`config.mk`:
```
export PLATFORM = sky130hd
export DESIGN_NAME = bmc_soft_pipe_flat
export DESIGN_NICKNAME = d
export VERILOG_FILES = /design/src/rtl/bmc_soft_pipe_if.sv /design/src/rtl/bmc_soft_pipe.sv /design/src/flat_wrapper.sv
export SDC_FILE = /design/constraint.sdc
export NUM_CORES = 1
export LEC_CHECK = 0
export CORE_MARGIN = 2
export CORE_UTILIZATION = 46
export DETAILED_ROUTE_END_ITERATION = 6
export PLACE_DENSITY = 0.8
export SLEW_MARGIN = 20
export SYNTH_ARGS = -nofsm -noshare
export SYNTH_HDL_FRONTEND = slang
export SYNTH_SLANG_ARGS = --single-unit
```
`constraint.sdc`:
```
create_clock -name clk -period 1.58 [get_ports clk]
set_input_delay 0.158 -clock clk [delete_from_list [all_inputs] [get_ports clk]]
set_output_delay 0.158 -clock clk [all_outputs]
set_load 0.01 [all_outputs]
```
`src/rtl/bmc_soft_pipe_if.sv`:
```
// Handshake bundle between the depuncturer, the branch-metric unit and the
// add-compare-select array. One trellis step per transfer on each side.
interface bmc_soft_pipe_if #(
    parameter int N_OUT  = 2,
    parameter int SOFT_W = 3,
    parameter int CNT_W  = 8
);
    localparam int BM_W = SOFT_W + $clog2(N_OUT);
    localparam int N_CW = 2 ** N_OUT;

    logic                   mode_soft;
    logic                   in_valid;
    logic                   in_ready;
    logic [N_OUT*SOFT_W-1:0] in_sym;
    logic [N_OUT-1:0]       in_erase;
    logic                   in_last;
    logic                   out_valid;
    logic                   out_ready;
    logic [N_CW*BM_W-1:0]   out_bm;
    logic                   out_last;
    logic [CNT_W-1:0]       out_step;

    // Source of steps / sink of metrics (depuncturer + ACS side)
    modport master (
        output mode_soft, in_valid, in_sym, in_erase, in_last, out_ready,
        input  in_ready, out_valid, out_bm, out_last, out_step
    );

    // The branch-metric unit itself
    modport slave (
        input  mode_soft, in_valid, in_sym, in_erase, in_last, out_ready,
        output in_ready, out_valid, out_bm, out_last, out_step
    );
endinterface

```
`src/rtl/bmc_soft_pipe.sv`:
```
// Parametrised soft/hard branch-metric unit for the Viterbi decoder.
// Stage 1 turns each received symbol into its distance to a '0' and to a '1'
// hypothesis (zero for punctured symbols); stage 2 sums those distances for
// every one of the 2**N_OUT codeword hypotheses. Two-deep valid/ready pipe,
// one step per cycle sustained, outputs frozen while the sink stalls.
module bmc_soft_pipe #(
    parameter int N_OUT  = 2,
    parameter int SOFT_W = 3,
    parameter int CNT_W  = 8
) (
    input  logic            clk,
    input  logic            rst_n,
    bmc_soft_pipe_if.slave  bus
);
    localparam int BM_W = SOFT_W + $clog2(N_OUT);
    localparam int N_CW = 2 ** N_OUT;
    localparam logic [SOFT_W-1:0] SYM_MAX = {SOFT_W{1'b1}};

    logic                 s1_vld;
    logic                 s2_vld;
    logic                 s1_load;
    logic                 s2_load;
    logic [SOFT_W-1:0]    d0_c [N_OUT];
    logic [SOFT_W-1:0]    d1_c [N_OUT];
    logic [SOFT_W-1:0]    s1_d0 [N_OUT];
    logic [SOFT_W-1:0]    s1_d1 [N_OUT];
    logic                 s1_last;
    logic [CNT_W-1:0]     s1_step;
    logic [CNT_W-1:0]     step_cnt;
    logic [BM_W-1:0]      sum_c [N_CW];
    logic [N_CW*BM_W-1:0] s2_bm;
    logic                 s2_last;
    logic [CNT_W-1:0]     s2_step;

    // A stage may load when it is empty or its contents move on this cycle;
    // out_ready ripples straight through to in_ready on purpose.
    assign s2_load      = !s2_vld || bus.out_ready;
    assign s1_load      = !s1_vld || s2_load;
    assign bus.in_ready = s1_load;

    assign bus.out_valid = s2_vld;
    assign bus.out_bm    = s2_bm;
    assign bus.out_last  = s2_last;
    assign bus.out_step  = s2_step;

    // Per-symbol distances; hard mode looks only at the sign (MSB) bit,
    // and a punctured symbol must not bias any hypothesis.
    always_comb begin
        for (int i = 0; i < N_OUT; i++) begin
            d0_c[i] = '0;
            d1_c[i] = '0;
            if (!bus.in_erase[i]) begin
                if (bus.mode_soft) begin
                    d0_c[i] = bus.in_sym[i*SOFT_W +: SOFT_W];
                    d1_c[i] = SYM_MAX - bus.in_sym[i*SOFT_W +: SOFT_W];
                end else begin
                    d0_c[i] = SOFT_W'(bus.in_sym[i*SOFT_W + SOFT_W - 1]);
                    d1_c[i] = SOFT_W'(!bus.in_sym[i*SOFT_W + SOFT_W - 1]);
                end
            end
        end
    end

    // Branch metric of codeword c: bit i of c selects the '1' or '0' distance of symbol i.
    always_comb begin
        for (int c = 0; c < N_CW; c++) begin
            sum_c[c] = '0;
            for (int i = 0; i < N_OUT; i++) begin
                if (((c >> i) & 1) != 0) begin
                    sum_c[c] = sum_c[c] + BM_W'(s1_d1[i]);
                end else begin
                    sum_c[c] = sum_c[c] + BM_W'(s1_d0[i]);
                end
            end
        end
    end

    // Stage 1: capture distances, frame flag and step index; the mode is
    // already folded into the distances, so in-flight steps keep their mode.
    always_ff @(posedge clk or negedge rst_n) begin
        if (!rst_n) begin
            s1_vld   <= 1'b0;
            s1_last  <= 1'b0;
            s1_step  <= '0;
            step_cnt <= '0;
            for (int i = 0; i < N_OUT; i++) begin
                s1_d0[i] <= '0;
                s1_d1[i] <= '0;
            end
        end else if (s1_load) begin
            s1_vld <= bus.in_valid;
            if (bus.in_valid) begin
                for (int i = 0; i < N_OUT; i++) begin
                    s1_d0[i] <= d0_c[i];
                    s1_d1[i] <= d1_c[i];
                end
                s1_last  <= bus.in_last;
                s1_step  <= step_cnt;
                step_cnt <= bus.in_last ? '0 : step_cnt + CNT_W'(1);
            end
        end
    end

    // Stage 2: register all hypothesis sums; held untouched while the sink stalls.
    always_ff @(posedge clk or negedge rst_n) begin
        if (!rst_n) begin
            s2_vld  <= 1'b0;
            s2_bm   <= '0;
            s2_last <= 1'b0;
            s2_step <= '0;
        end else if (s2_load) begin
            s2_vld <= s1_vld;
            if (s1_vld) begin
                for (int c = 0; c < N_CW; c++) begin
                    s2_bm[c*BM_W +: BM_W] <= sum_c[c];
                end
                s2_last <= s1_last;
                s2_step <= s1_step;
            end
        end
    end
endmodule

```
`src/flat_wrapper.sv`:
```
// flat-port wrapper written by rule: the top's interface ports become plain ports
module bmc_soft_pipe_flat 
#(
    parameter int N_OUT  = 2,
    parameter int SOFT_W = 3,
    parameter int CNT_W  = 8
)
  (clk, rst_n, bus_mode_soft, bus_in_valid, bus_in_sym, bus_in_erase, bus_in_last, bus_out_ready, bus_in_ready, bus_out_valid, bus_out_bm, bus_out_last, bus_out_step);
  bmc_soft_pipe_if #(.N_OUT(N_OUT), .SOFT_W(SOFT_W), .CNT_W(CNT_W)) bus_i ();
  input  logic clk;
  input  logic rst_n;
  input wire logic [$bits(bus_i.mode_soft)-1:0] bus_mode_soft;
  input wire logic [$bits(bus_i.in_valid)-1:0] bus_in_valid;
  input wire logic [$bits(bus_i.in_sym)-1:0] bus_in_sym;
  input wire logic [$bits(bus_i.in_erase)-1:0] bus_in_erase;
  input wire logic [$bits(bus_i.in_last)-1:0] bus_in_last;
  input wire logic [$bits(bus_i.out_ready)-1:0] bus_out_ready;
  output wire logic [$bits(bus_i.in_ready)-1:0] bus_in_ready;
  output wire logic [$bits(bus_i.out_valid)-1:0] bus_out_valid;
  output wire logic [$bits(bus_i.out_bm)-1:0] bus_out_bm;
  output wire logic [$bits(bus_i.out_last)-1:0] bus_out_last;
  output wire logic [$bits(bus_i.out_step)-1:0] bus_out_step;
  assign bus_i.mode_soft = bus_mode_soft;
  assign bus_i.in_valid = bus_in_valid;
  assign bus_i.in_sym = bus_in_sym;
  assign bus_i.in_erase = bus_in_erase;
  assign bus_i.in_last = bus_in_last;
  assign bus_i.out_ready = bus_out_ready;
  assign bus_in_ready = bus_i.in_ready;
  assign bus_out_valid = bus_i.out_valid;
  assign bus_out_bm = bus_i.out_bm;
  assign bus_out_last = bus_i.out_last;
  assign bus_out_step = bus_i.out_step;
  bmc_soft_pipe #(.N_OUT(N_OUT), .SOFT_W(SOFT_W), .CNT_W(CNT_W)) u_core (.clk(clk), .rst_n(rst_n), .bus(bus_i));
endmodule
```
# --- Yosys cells after proc, flatten, opt, wreduce, memory -nomap -nowiden ---
# Index checks and enable logic that the tools add are counted.
# W data, S select, Z words.
op_classes:
  addsub: 7
  n_mul: 0
  n_div: 0
  n_lt_le_gt_ge: 0
  n_eq_ne: 0
  shifts: 0
  muxes: 9
  bitwise: 0
  n_reduce_logical: 8
ops:
  columns: ["op", "n"]
  rows:
  - ["$mux W3", 8]
  - ["$add A3 B3 Y4", 4]
  - ["$add A8 B1 Y8 const B", 1]
  - ["$mux W8", 1]
  - ["$sub A3 B3 Y3 const A", 2]
  - ["$logic_not A1 Y1", 4]
  - ["$reduce_and A2 Y1", 2]
  - ["$logic_or A1 B1 Y1", 2]
totals:
  ff_bits: 56
  latchBits: 0
  mem_bits_rw: 0
  mem_bits_ro: 0
  inputBits: 14
  out_inout_bits: 27
  wordCells: 36
  n_memories: 0

# --- Depth between registers and ports, before layout ---
# Gate-level depths: netlist of run 1.
depth:
  depth_word: 4
  mapped_depth: 6
  mapped_depth_nobuf: 5

# --- Least setup slack after synthesis of run 1 ---
# OpenSTA, ideal clock, no wires.
synth_path:
  path_kind: "register to register"
  startpoint: "reg u_core.s2_vld (netlist: u_core.bus.out_valid)"
  endpoint: "reg u_core.s2_bm[0] (netlist: u_core.bus.out_bm[0])"
  setup_ns: 0.125
  arrival_time_ns: 1.428
  required_time_ns: 1.455
  slack_ns: 0.028
  stages_incl_launch_ff: 7
  path_buffers: 3
  synth_period_minus_slack_ns: 1.552
  cell_sequence: "dfrtp_1 -> nand2b_1 -> buf_2 -> and2_1 -> buf_2 -> buf_2 -> mux2_2"
synth_between:
  elab_chain_cells: 3
synth_lines:
  columns: ["item", "line_no", "rtl"]
  rows:
  - ["from (decl)", "bmc_soft_pipe.sv:20", "logic s2_vld;"]
  - ["from (signal assigned)", "bmc_soft_pipe.sv:112", "s2_vld <= s1_vld;"]
  - ["$logic_not A1 Y1", "bmc_soft_pipe.sv:37", "assign s2_load = !s2_vld || bus.out_ready;"]
  - ["$logic_or A1 B1 Y1", "bmc_soft_pipe.sv:37", null]
  - ["$reduce_and A2 Y1 (no line)", null, null]
  - ["to (signal, indexed assignment)", "bmc_soft_pipe.sv:115", "s2_bm[c*BM_W +: BM_W] <= sum_c[c];"]
  - ["to (decl)", "bmc_soft_pipe.sv:31", "logic [N_CW*BM_W-1:0] s2_bm;"]
# No other way between the ends.
# A chain may end at the register's enable or synchronous reset.

# --- Worst setup path in the final report of run 1 ---
layout_path:
  startpoint: "reg u_core.s1_d0[0] (netlist name)"
  endpoint: "reg u_core.s2_bm[2] (netlist: u_core.bus.out_bm[2])"
layout_between:
  elab_chain_cells: 1
layout_lines:
  columns: ["item", "line_no", "rtl"]
  rows:
  - ["from (decl)", "bmc_soft_pipe.sv:25", "logic [SOFT_W-1:0] s1_d0 [N_OUT];"]
  - ["from (signal, indexed assignment)", "bmc_soft_pipe.sv:94", "s1_d0[i] <= d0_c[i];"]
  - ["$add A3 B3 Y4", "bmc_soft_pipe.sv:72", "sum_c[c] = sum_c[c] + BM_W'(s1_d0[i]);"]
# No other way between the ends.

==> impl_metrics.ini, run 1 <==
[detailed_routing]
via_count = 1944
dr.pass1.iters = 4
wl_per_cell_um = 15.23
drc = 0
vias_per_cell = 5.370
drt_iter0_drc = 96
ant_nets = 0
wirelength_um = 5514

[place]
placed_area_um2 = 3324
globalplace.congestion = 0.8446
dp_slack_ns = -0.1676
dp_hpwl_um = 4079
port-buffer-count = 40

[setup_path]
path_cells = ha_2 -> inv_1 -> fa_2 -> xnor2_1 -> mux2_2
critPathKind = flop to flop
critical-path-max-stage-delay_ns = 0.40
cp.required_ns = 1.78
end_kind = flop
cp-start-kind = flop
cp_top_family = adder cells
path_max_fanout = 3
cp_slowest_cell = dfrtp_1
cp.buffers_inverters = 1
worstPathArrival_ns = 1.74

[timing]
final.setup.worst_slack_ns = 0.03216
post-route-period-util_pct = 97.96
drv_slew = 0
hold_violations = 0
slew_headroom_pct = 78.81
finClkSkew_ns = 0.005657
fmax_ghz = 0.6461
rsz0062_at_grt = true
fin_crit_ns = 1.548
max_slew.worst_pin.slew_ns = 0.3168
setup_viol = 0

[floorplan]
num_rows = 27
start_util_pct = 48.28
die_area_um2 = 6479
ios = 41
core_area_um2 = 5574
die_y_um = 80.49
die_w_um = 80.49

[yosys]
synth_ff_type = dfrtp_1
avgSynthCellArea_um2 = 11.70
ys_types = 32
synth_edf_count = 0
syn_nets = 261
synth_top_cell_area_share_pct = 52.07
ys_top_cells_by_area = dfrtp_1 52%, mux2_2 10%, ha_1 6.0%
yosysWarnings = 0
synth_top_area_cell = dfrtp_1
synthCells = 230
async_flop_share_pct = 100.0
seq_area_frac_synth_pct = 52.07
synth_area_um2 = 2691
yosysMostFrequentCell = dfrtp_1
synthTopCellsByCount = 56 x dfrtp_1, 30 x o21ai_0, 25 x mux2_2
synth_seq_cells = 56

[finish]
final_nets = 320
antenna_cells = 0
multi_input_area_um2 = 1205
final_area_um2 = 3446
layout-drive-gt1-share_pct = 22.07
nFillCells = 455
seqCellArea_um2 = 1401
layout-area-overhead-vs-synth_pct = 28.03

[clock_tree]
cts_tree = done
clock-root-buffer = clkbuf_8
clock_path_buffers = 2
cts_setup_buffers = 0
clkSlewWorstSetupHoldPaths_ns = 0.09
clk-insertion-delay-late_ns = 0.31
clkSinkCount = 56
cts_made_buffers = 5
htree_levels = 2

[power]
p_comb_share_pct = 31.9
switching_share_pct = 29.70
pwr-share-seq_pct = 49.5
p_int_mw = 3.010
leakage_nw = 1.536
power_density_nw_per_um2 = 1243
ir_worst_vdd_mv = 0.6197
netSwitchingPower_mw = 1.272
power.share.clock_pct = 18.6

[global_route]
antenna_found_initial = 0
grt_overflow = 0
grt_pass1_wl_um = 9356
track_usage_pct = 19.12
grt_pass1_vias = 1932
grt_start_max_net_pins = 57

[outcome]
status = finished clean

[worst_hold_path]
hp-class = input pin to asynchronous set/reset pin

[run]
drv_cap = 0
[area by class of cell]
class	instances	share of cell area, %
tap	72	2.614
inverter	14	1.525
timing repair buffer	63	17.61
multi-input combinational	149	34.97
clock buffer	8	2.614
sequential	56	40.67
[placed cells by master, fill, tap and decap left out, drive strengths merged, types with 6 or more instances in the layout]
| master | n |
|---|---|
| a21oi | 14 |
| buf | 23 |
| clkbuf | 8 |
| clkdlybuf4s50 | 38 |
| dfrtp | 56 |
| ha | 13 |
| inv | 14 |
| mux2 | 25 |
| nand2 | 6 |
| nand2b | 7 |
| o21ai | 30 |
| o31ai | 6 |
[logic make-up (layout without fill, tap and decap cells)]
group                    Yosys count  count (layout)  synth area share (%)
adder cells (fa/ha/maj)           17              17                 9.019
XOR/XNOR                           4               4                 1.302
buffers and inverters             25              85                 3.998
flip-flops                        56              56                 52.07
AND/OR/NAND/NOR                   37              37                 8.135
multiplexers                      30              30                 12.32
AO/OA/AOI/OAI                     61              61                 13.16
[metal layers]
| metal | GRT usage, % | up-vias | share of wire [%] |
|---|---|---|---|
| met4 | 6.610 | 0 | 1.8 |
| met5 | 0 | - | 0 |
| met3 | 3.820 | 8 | 3.8 |
| li1 | - | 938 | - |
| met1 | 26.61 | 956 | 48 |
| met2 | 29.83 | 42 | 47 |
[tightest hold or removal path: cells and delay by family]
kind	cells	cell delay, ns
buffers and inverters	3	0.91
[through the flow]
step                      std cells  hold WS (ns)  total power [mW]  TNS [ns]  util, %
after floorplan                 230       -0.1376             2.747         0        -
after global placement          353        0.1738             3.466    -1.010    59.64
after detailed placement        353        0.1826             3.516    -1.952    59.64
after CTS                       362        0.3757             4.314         0    61.59
after global routing            362        0.3985             4.561  -0.01415    61.82
final                           362        0.3655             4.282         0    61.82
[state kept, by name, indices dropped and copies added (netlist names)]
| name | cells |
|---|---|
| u_core.bus.out_bm | 16 |
| u_core.bus.out_last | 1 |
| u_core.bus.out_step | 8 |
| u_core.bus.out_valid | 1 |
| u_core.s1_d0 | 6 |
| u_core.s1_d1 | 6 |
| u_core.s1_last | 1 |
| u_core.s1_step | 8 |
| u_core.s1_vld | 1 |
| u_core.step_cnt | 8 |
[path summary, 6_finish.rpt]
| check | from | slack (ns) | end | cells past startpoint |
|---|---|---|---|---|
| worst min register to register | u_core.bus.out_step[5] | 0.51 | u_core.bus.out_step[5] | 1 |
| worst max-delay path | u_core.s1_d0[0] | 0.03 | u_core.bus.out_bm[2] | 5 |
| worst min-delay path | rst_n | 0.37 | u_core.bus.out_step[3] | 3 |
| worst max register to register | u_core.s1_d0[0] | 0.03 | u_core.bus.out_bm[2] | 5 |
| max in group asynchronous | rst_n | 0.94 | u_core.bus.out_bm[11] | 3 |
| min in group clk | bus_in_sym[4] | 0.48 | u_core.s1_d1[1] | 2 |
[repair_timing]
item                                   CTS  global route
setup endpoints to repair                3             4
hold buffers                             1             0
cloned                                   0             0
endpoints found under the hold margin   56             0
pin swaps                                1             3
resized for setup                        5             4
[power by group through the flow]
stage / Combinational [mW] / Clock [mW] / Sequential [mW]
floorplan: 0.565 / 0 / 2.18
global placement: 1.34 / 0 / 2.13
detailed placement: 1.37 / 0 / 2.14
CTS: 1.38 / 0.816 / 2.12
global route: 1.50 / 0.881 / 2.18
finish: 1.36 / 0.798 / 2.12
Note: power is estimated with default switching activity, not from simulation.
==> inputs of run 2 (changes only) <==
--- a/config.mk
+++ b/config.mk
@@ -7,6 +7,7 @@
 export LEC_CHECK = 0
 export CORE_MARGIN = 2
 export CORE_UTILIZATION = 46
+export CTS_CLUSTER_SIZE = 30
 export DETAILED_ROUTE_END_ITERATION = 6
 export PLACE_DENSITY = 0.8
 export SLEW_MARGIN = 20
==> results of run 2 <==
Same layout as run 1: the final DEF is identical, and so are final timing and power.
